### src/rtl/palm_locator.sv
// palm_locator: scans a segmented frame and reports the first horizontal hand run at least MIN_WIDTH wide.
// Optional macro PALM_TEST_OVERRIDE_EN adds a manual palm-height override (testing_switch, palm_height_test).
`default_nettype none

module palm_locator #(
  parameter int IMG_WIDTH  = 160,
  parameter int IMG_HEIGHT = 120,
  parameter int COORD_W    = 8,
  parameter int MIN_WIDTH  = 18
) (
  input  logic               clk,
  input  logic               rst_n,
  input  logic               pix_valid,
  input  logic               pix_data,
  input  logic               sof,
`ifdef PALM_TEST_OVERRIDE_EN
  input  logic               testing_switch,
  input  logic [COORD_W-1:0] palm_height_test,
`endif
  output logic [COORD_W-1:0] start_r,
  output logic [COORD_W-1:0] start_c,
  output logic [COORD_W-1:0] end_r,
  output logic [COORD_W-1:0] end_c,
  output logic [COORD_W-1:0] palm_width,
  output logic [COORD_W-1:0] palm_height,
  output logic               palm_valid,
  output logic               frame_done,
  output logic               busy
);

  localparam logic [COORD_W-1:0] LAST_COL = COORD_W'(IMG_WIDTH - 1);
  localparam logic [COORD_W-1:0] LAST_ROW = COORD_W'(IMG_HEIGHT - 1);
  localparam logic [COORD_W-1:0] MIN_W    = COORD_W'(MIN_WIDTH);

  typedef enum logic [1:0] {
    IDLE  = 2'd0,
    SCAN  = 2'd1,
    FOUND = 2'd2
  } state_t;

  state_t state, state_nxt;

  logic [COORD_W-1:0] row, col, cur_r, cur_c;
  logic               in_run;
  logic [COORD_W-1:0] run_r, run_c;

  logic               take, scan_px, last_col, last_pix, run_active, run_end, accept;
  logic [COORD_W-1:0] seg_r, seg_c, seg_end_c, seg_w, h_sat, h_sel;
  logic [COORD_W:0]   h_full;

  always_comb begin
    take       = pix_valid && (sof || state != IDLE);
    scan_px    = pix_valid && (sof || state == SCAN);
    // sof overrides the counters so the marked pixel is always (0,0)
    cur_r      = sof ? '0 : row;
    cur_c      = sof ? '0 : col;
    last_col   = (cur_c == LAST_COL);
    last_pix   = take && last_col && (cur_r == LAST_ROW);
    run_active = in_run && !sof;
    seg_r      = run_active ? run_r : cur_r;
    seg_c      = run_active ? run_c : cur_c;
    run_end    = 1'b0;
    seg_end_c  = cur_c;
    if (scan_px) begin
      if (pix_data && last_col) begin
        run_end   = 1'b1;
        seg_end_c = cur_c;
      end else if (!pix_data && run_active) begin
        run_end   = 1'b1;
        seg_end_c = cur_c - COORD_W'(1);
      end
    end
    seg_w  = seg_end_c - seg_c + COORD_W'(1);
    accept = run_end && (seg_w >= MIN_W);
    h_full = {1'b0, seg_w} + {2'b00, seg_w[COORD_W-1:1]};
    h_sat  = h_full[COORD_W] ? '1 : h_full[COORD_W-1:0];
`ifdef PALM_TEST_OVERRIDE_EN
    h_sel  = testing_switch ? palm_height_test : h_sat;
`else
    h_sel  = h_sat;
`endif
  end

  always_comb begin
    state_nxt = state;
    if (pix_valid && sof) state_nxt = SCAN;
    if (accept)           state_nxt = FOUND;
    if (last_pix)         state_nxt = IDLE;
  end

  always_ff @(posedge clk or negedge rst_n) begin
    if (!rst_n) state <= IDLE;
    else        state <= state_nxt;
  end

  assign busy = (state == SCAN);

  always_ff @(posedge clk or negedge rst_n) begin
    if (!rst_n) begin
      row <= '0;
      col <= '0;
    end else if (take) begin
      if (last_col) begin
        col <= '0;
        row <= (cur_r == LAST_ROW) ? '0 : cur_r + COORD_W'(1);
      end else begin
        col <= cur_c + COORD_W'(1);
        row <= cur_r;
      end
    end
  end

  always_ff @(posedge clk or negedge rst_n) begin
    if (!rst_n) begin
      in_run <= 1'b0;
      run_r  <= '0;
      run_c  <= '0;
    end else if (scan_px) begin
      if (run_end) begin
        in_run <= 1'b0;
      end else if (pix_data && !run_active) begin
        in_run <= 1'b1;
        run_r  <= cur_r;
        run_c  <= cur_c;
      end else if (sof) begin
        in_run <= 1'b0;
      end
    end
  end

  always_ff @(posedge clk or negedge rst_n) begin
    if (!rst_n) begin
      start_r     <= '0;
      start_c     <= '0;
      end_r       <= '0;
      end_c       <= '0;
      palm_width  <= '0;
      palm_height <= '0;
      palm_valid  <= 1'b0;
      frame_done  <= 1'b0;
    end else begin
      frame_done <= last_pix;
      if (accept) begin
        start_r     <= seg_r;
        start_c     <= seg_c;
        end_r       <= cur_r;
        end_c       <= seg_end_c;
        palm_width  <= seg_w;
        palm_height <= h_sel;
        palm_valid  <= 1'b1;
      end else if (pix_valid && sof) begin
        palm_valid <= 1'b0;
      end
    end
  end

endmodule

`default_nettype wire

### config.mk
export PLATFORM = sky130hd
export DESIGN_NAME = palm_locator
export DESIGN_NICKNAME = d
export VERILOG_FILES = /design/src/rtl/palm_locator.sv
export SDC_FILE = /design/constraint.sdc
export NUM_CORES = 1
export LEC_CHECK = 0
export ABC_AREA = 0
export BUFFER_PORTS_ARGS = -buffer_cell sky130_fd_sc_hd__buf_2
export CAP_MARGIN = 20
export CORE_MARGIN = 2
export CORE_UTILIZATION = 59
export CTS_CLUSTER_SIZE = 10
export DETAILED_ROUTE_END_ITERATION = 8
export HOLD_SLACK_MARGIN = 0.03
export PLACE_DENSITY = 0.81
export SETUP_SLACK_MARGIN = 0.15
export SLEW_MARGIN = 20
export SYNTH_ARGS = -nofsm -noshare
export SYNTH_HDL_FRONTEND = slang
export SYNTH_SLANG_ARGS = --single-unit
### constraint.sdc
create_clock -name clk -period 5.5 [get_ports clk]
set_input_delay 0.825 -clock clk [delete_from_list [all_inputs] [get_ports clk]]
set_output_delay 0.825 -clock clk [all_outputs]
set_load 0.01 [all_outputs]
==> flow_summary_export.csv <==
group,metric,value,unit
drt,vias,3623,
sta,fin_setup_tns,0,ps
worst_setup_path,r2r_setup_slack,520,ps
grt,number_of_antenna_violations_at_the_first_check_in_global_routing,0,
grt,grt_start_max_net_pins,86,
worst_setup_path,critPathKind,"reg2reg",
power_and_ir_drop,powerDensity,520,nW/µm²
drt,drt-initial-drc-count,208,
worst_setup_path,regToRegStartpoint,"col[0]$_DFFE_PN0P_",
sta,tightestPinTransition,771,ps
worst_setup_path,r2r.worst_path.cells,18,
placed_design,pre_cts_slack,296,ps
worst_setup_path,crit_end,"palm_height[7]$_DFFE_PN0P_",
sta,layout_min_cycle_time,4980,ps
sta,worst_slew_margin_rel,0.486,
sta,fin_ws,521,ps
yosys,synth.yosys.warnings,0,
worst_setup_path,timing.critical_path.arrival,5230,ps
clock_network,cts-root-buf,"sky130_fd_sc_hd__clkbuf_8",
layout,final-seq-area,2130,µm²
worst_setup_path,timing.critical_path.from_type,"register",
drt,route.detailed.vias_per_inst,5.86,
layout,area_grow_syn2layout,12.2,%
floorplan,die_area,8870,µm²
clock_network,hold_buffers,0,
layout,multi_input_area,2470,µm²
drt,drt_pass1_iterations,5,
clock_network,ctsLongestPathBuffers,2,
yosys,synth_seq_cells,85,
floorplan,floorplan.core_area,7810,µm²
worst_setup_path,crit_path_from,"col[0]$_DFFE_PN0P_",
sta,min_period_over_period,0.905,
drt,avgRoutedWirePerCell,17.4,µm
sta,maximum_clock_skew_at_final_layout,16.9,ps
floorplan,die_x,94.2,µm
power_and_ir_drop,vdd.ir_drop.worst,0.000474,V
clock_network,cts_max_level,3,
yosys,synthCells,463,
sta,count_of_endpoints_failing_hold_in_the_final_timing_report,0,
sta,setup_viol,0,
power_and_ir_drop,switching_power,1.17,mW
power_and_ir_drop,leakage,2.56,nW
floorplan,placement_row_count,32,
clock_network,post_cts.repair.setup_buffers,0,
yosys,synth-async-reset-ratio,1.00,
worst_setup_path,maximum_net_fanout_on_the_critical_path,10,
power_and_ir_drop,power.combinational.fraction,0.530,
power_and_ir_drop,p_clk_frac,0.167,
power_and_ir_drop,internal_power,1.63,mW
yosys,yosysMostFrequentCell,"sky130_fd_sc_hd__dfrtp_1",
clock_network,cts.reportedPaths.clkPinSlew,90,ps
power_and_ir_drop,p_seq_frac,0.302,
worst_setup_path,rr_endpoint,"palm_height[7]$_DFFE_PN0P_",
grt,first_global_vias,3651,
clock_network,cts_buffers,9,
yosys,netlist.top_cell.by_area,"sky130_fd_sc_hd__dfrtp_1",
power_and_ir_drop,sw_frac_of_total,0.418,
drt,detail_route.drc_violations,0,
yosys,ys_types,58,
sta,finalHoldWorstSlack,476,ps
min_path,hold_depth,1,
grt,grt_usage,0.256,
grt,grt_remaining_overflow,0,
layout,n_fill_cell,598,
floorplan,io-pin-count,56,
sta,timing.final.max_slew_violations,0,
yosys,synth_area,4800,µm²
yosys,syn_nets,495,
floorplan,die_y,94.2,µm
yosys,postSynth.topFlopCell,"sky130_fd_sc_hd__dfrtp_1",
layout,post-route-util,0.689,
sta,fmaxAchievable,201,MHz
drt,postRouteAntennaNets,0,
placed_design,finalWeightedCongestion,0.860,
clock_network,number_of_cells_upsized_or_downsized_after_cts,0,
min_path,hold_path_class,"reg2reg",
yosys,synthTopCellsByCount,"sky130_fd_sc_hd__dfrtp_1, sky130_fd_sc_hd__mux2_2, sky130_fd_sc_hd__nand2_1",
worst_setup_path,critPathCaptureType,"register",
clock_network,clock_tree_from_tritoncts,"yes",
job,max_cap_viol_count,0,
yosys,synth_edf_count,0,
worst_setup_path,required,5750,ps
yosys,synth.yosys.seq_area_share,0.444,
yosys,synth.area.top_cells,"sky130_fd_sc_hd__dfrtp_1, sky130_fd_sc_hd__mux2_2, sky130_fd_sc_hd__ha_1",
clock_network,tritoncts_num_sinks,85,
layout,post_route_cells_drive_above_1_share,0.256,
layout,nets,543,
drt,wl_final,10.8,mm
outcome,outcome,"completed",
clock_network,worst_skew_pair.late_latency,360,ps
yosys,synthesis.area_per_instance,10.4,µm²
placed_design,number_of_i_o_port_buffers,55,
grt,grt_pass1_wl,17.7,mm
placed_design,detailedPlacementHpwl,7.57,mm
floorplan,floorplan.initialDensity,0.614,
sta,setup_repair_after_global_routing_missed_its_margin,"false",
yosys,synth_top_area_share,0.444,
layout,antennaDiodeCount,0,
-- routing by layer --
layer | global-route usage | up-vias | wire length, µm
met5 | 0 | - | 0
met4 | 0.0821 | 0 | 134
met3 | 0.0401 | 12 | 451
met2 | 0.425 | 109 | 5320
met1 | 0.344 | 1767 | 4870
li1 | - | 1735 | -
-- cell type report --
class / instances / area share
multi-input combinational: 326 / 0.458
sequential: 85 / 0.395
timing repair buffer: 63 / 0.0658
clock buffer: 10 / 0.0256
tap: 102 / 0.0237
inverter: 26 / 0.0181
clock inverter: 6 / 0.0128
-- power groups by stage --
stage	sequential [mW]	clock [mW]	combinational, mW
2_1_floorplan	0.866	0	1.07
3_3_place_gp	0.849	0	1.39
3_5_place_dp	0.855	0	1.45
4_1_cts	0.844	0.470	1.48
5_1_grt	0.860	0.496	1.63
6_report	0.846	0.467	1.48
-- worst max-delay path, stage by stage (launching register included) --
cell                       delay [ps]
sky130_fd_sc_hd__dfrtp_1          520
sky130_fd_sc_hd__or3b_1           510
sky130_fd_sc_hd__nor3_1           260
sky130_fd_sc_hd__o21ai_0          210
sky130_fd_sc_hd__ha_1             320
sky130_fd_sc_hd__inv_1             40
sky130_fd_sc_hd__ha_1             230
sky130_fd_sc_hd__fa_1             440
sky130_fd_sc_hd__a211oi_1         240
sky130_fd_sc_hd__o21bai_1         130
sky130_fd_sc_hd__a21oi_1          220
sky130_fd_sc_hd__xnor2_1          160
sky130_fd_sc_hd__xnor2_2          330
sky130_fd_sc_hd__inv_1            130
sky130_fd_sc_hd__ha_1             330
sky130_fd_sc_hd__a21boi_0         250
sky130_fd_sc_hd__a21oi_1          100
sky130_fd_sc_hd__or3_1            320
sky130_fd_sc_hd__o221a_2          130
-- placed cells by master, fill, tap and decap left out, types with 3 or more instances in the layout --
cell,netlist,layout
sky130_fd_sc_hd__clkbuf_8,0,10
sky130_fd_sc_hd__dfrtp_1,85,85
sky130_fd_sc_hd__and3_1,5,5
sky130_fd_sc_hd__nor2_1,26,26
sky130_fd_sc_hd__nand2_1,39,39
sky130_fd_sc_hd__or3_1,4,4
sky130_fd_sc_hd__a21oi_1,18,18
sky130_fd_sc_hd__mux2_2,43,43
sky130_fd_sc_hd__a211oi_1,4,3
sky130_fd_sc_hd__buf_2,3,54
sky130_fd_sc_hd__nor3_1,8,8
sky130_fd_sc_hd__nor2b_1,13,13
sky130_fd_sc_hd__o21a_1,3,3
sky130_fd_sc_hd__buf_4,4,7
sky130_fd_sc_hd__o22a_1,8,8
sky130_fd_sc_hd__a21o_1,4,4
sky130_fd_sc_hd__o22ai_1,4,4
sky130_fd_sc_hd__xnor2_1,12,12
sky130_fd_sc_hd__xor2_1,6,6
sky130_fd_sc_hd__mux2i_1,18,18
sky130_fd_sc_hd__o21bai_1,3,3
sky130_fd_sc_hd__nand3_1,9,9
sky130_fd_sc_hd__o21ai_0,27,27
sky130_fd_sc_hd__o31ai_1,3,3
sky130_fd_sc_hd__ha_1,25,25
sky130_fd_sc_hd__a22o_1,4,4
sky130_fd_sc_hd__nand2b_1,3,3
sky130_fd_sc_hd__inv_1,25,25
-- through the flow --
stage	std cells	cell area [µm²]	power, mW
floorplan	463	4800	1.93
global placement	602	5160	2.24
detailed placement	602	5160	2.30
CTS	618	5370	2.79
global route	618	5380	2.98
finish	618	5380	2.80
-- sequential cells by signal, summed over array words and instances (netlist names) --
signal and cells:
palm_width 8, run_c 8, in_run 1, end_r 8, frame_done 1, palm_valid 1, start_c 8, state 2
end_c 8, row 8, start_r 8, run_r 8, col 8, palm_height 8
-- how the worst min path moves through the flow --
stage	from	end	slack (ps)
3_5_place_dp	palm_valid$_DFFE_PN0P_	palm_valid$_DFFE_PN0P_	460
2_1_floorplan	run_c[4]$_DFFE_PN0P_	run_c[4]$_DFFE_PN0P_	470
4_1_cts	palm_valid$_DFFE_PN0P_	palm_valid$_DFFE_PN0P_	480
5_1_grt	palm_width[7]$_DFFE_PN0P_	palm_width[7]$_DFFE_PN0P_	510
3_3_place_gp	palm_valid$_DFFE_PN0P_	palm_valid$_DFFE_PN0P_	460
6_report	palm_valid$_DFFE_PN0P_	palm_valid$_DFFE_PN0P_	480
-- cell families after synthesis --
kind of cell    count (synthesis)  synth area share
compound gates                 93             0.129
xor+xnor                       19            0.0363
buf+inv                        52            0.0446
mux                            63             0.143
fa+ha+maj                      27            0.0736
simple gates                  124             0.130
flops                          85             0.444
Power figures use the tool's default switching activity.
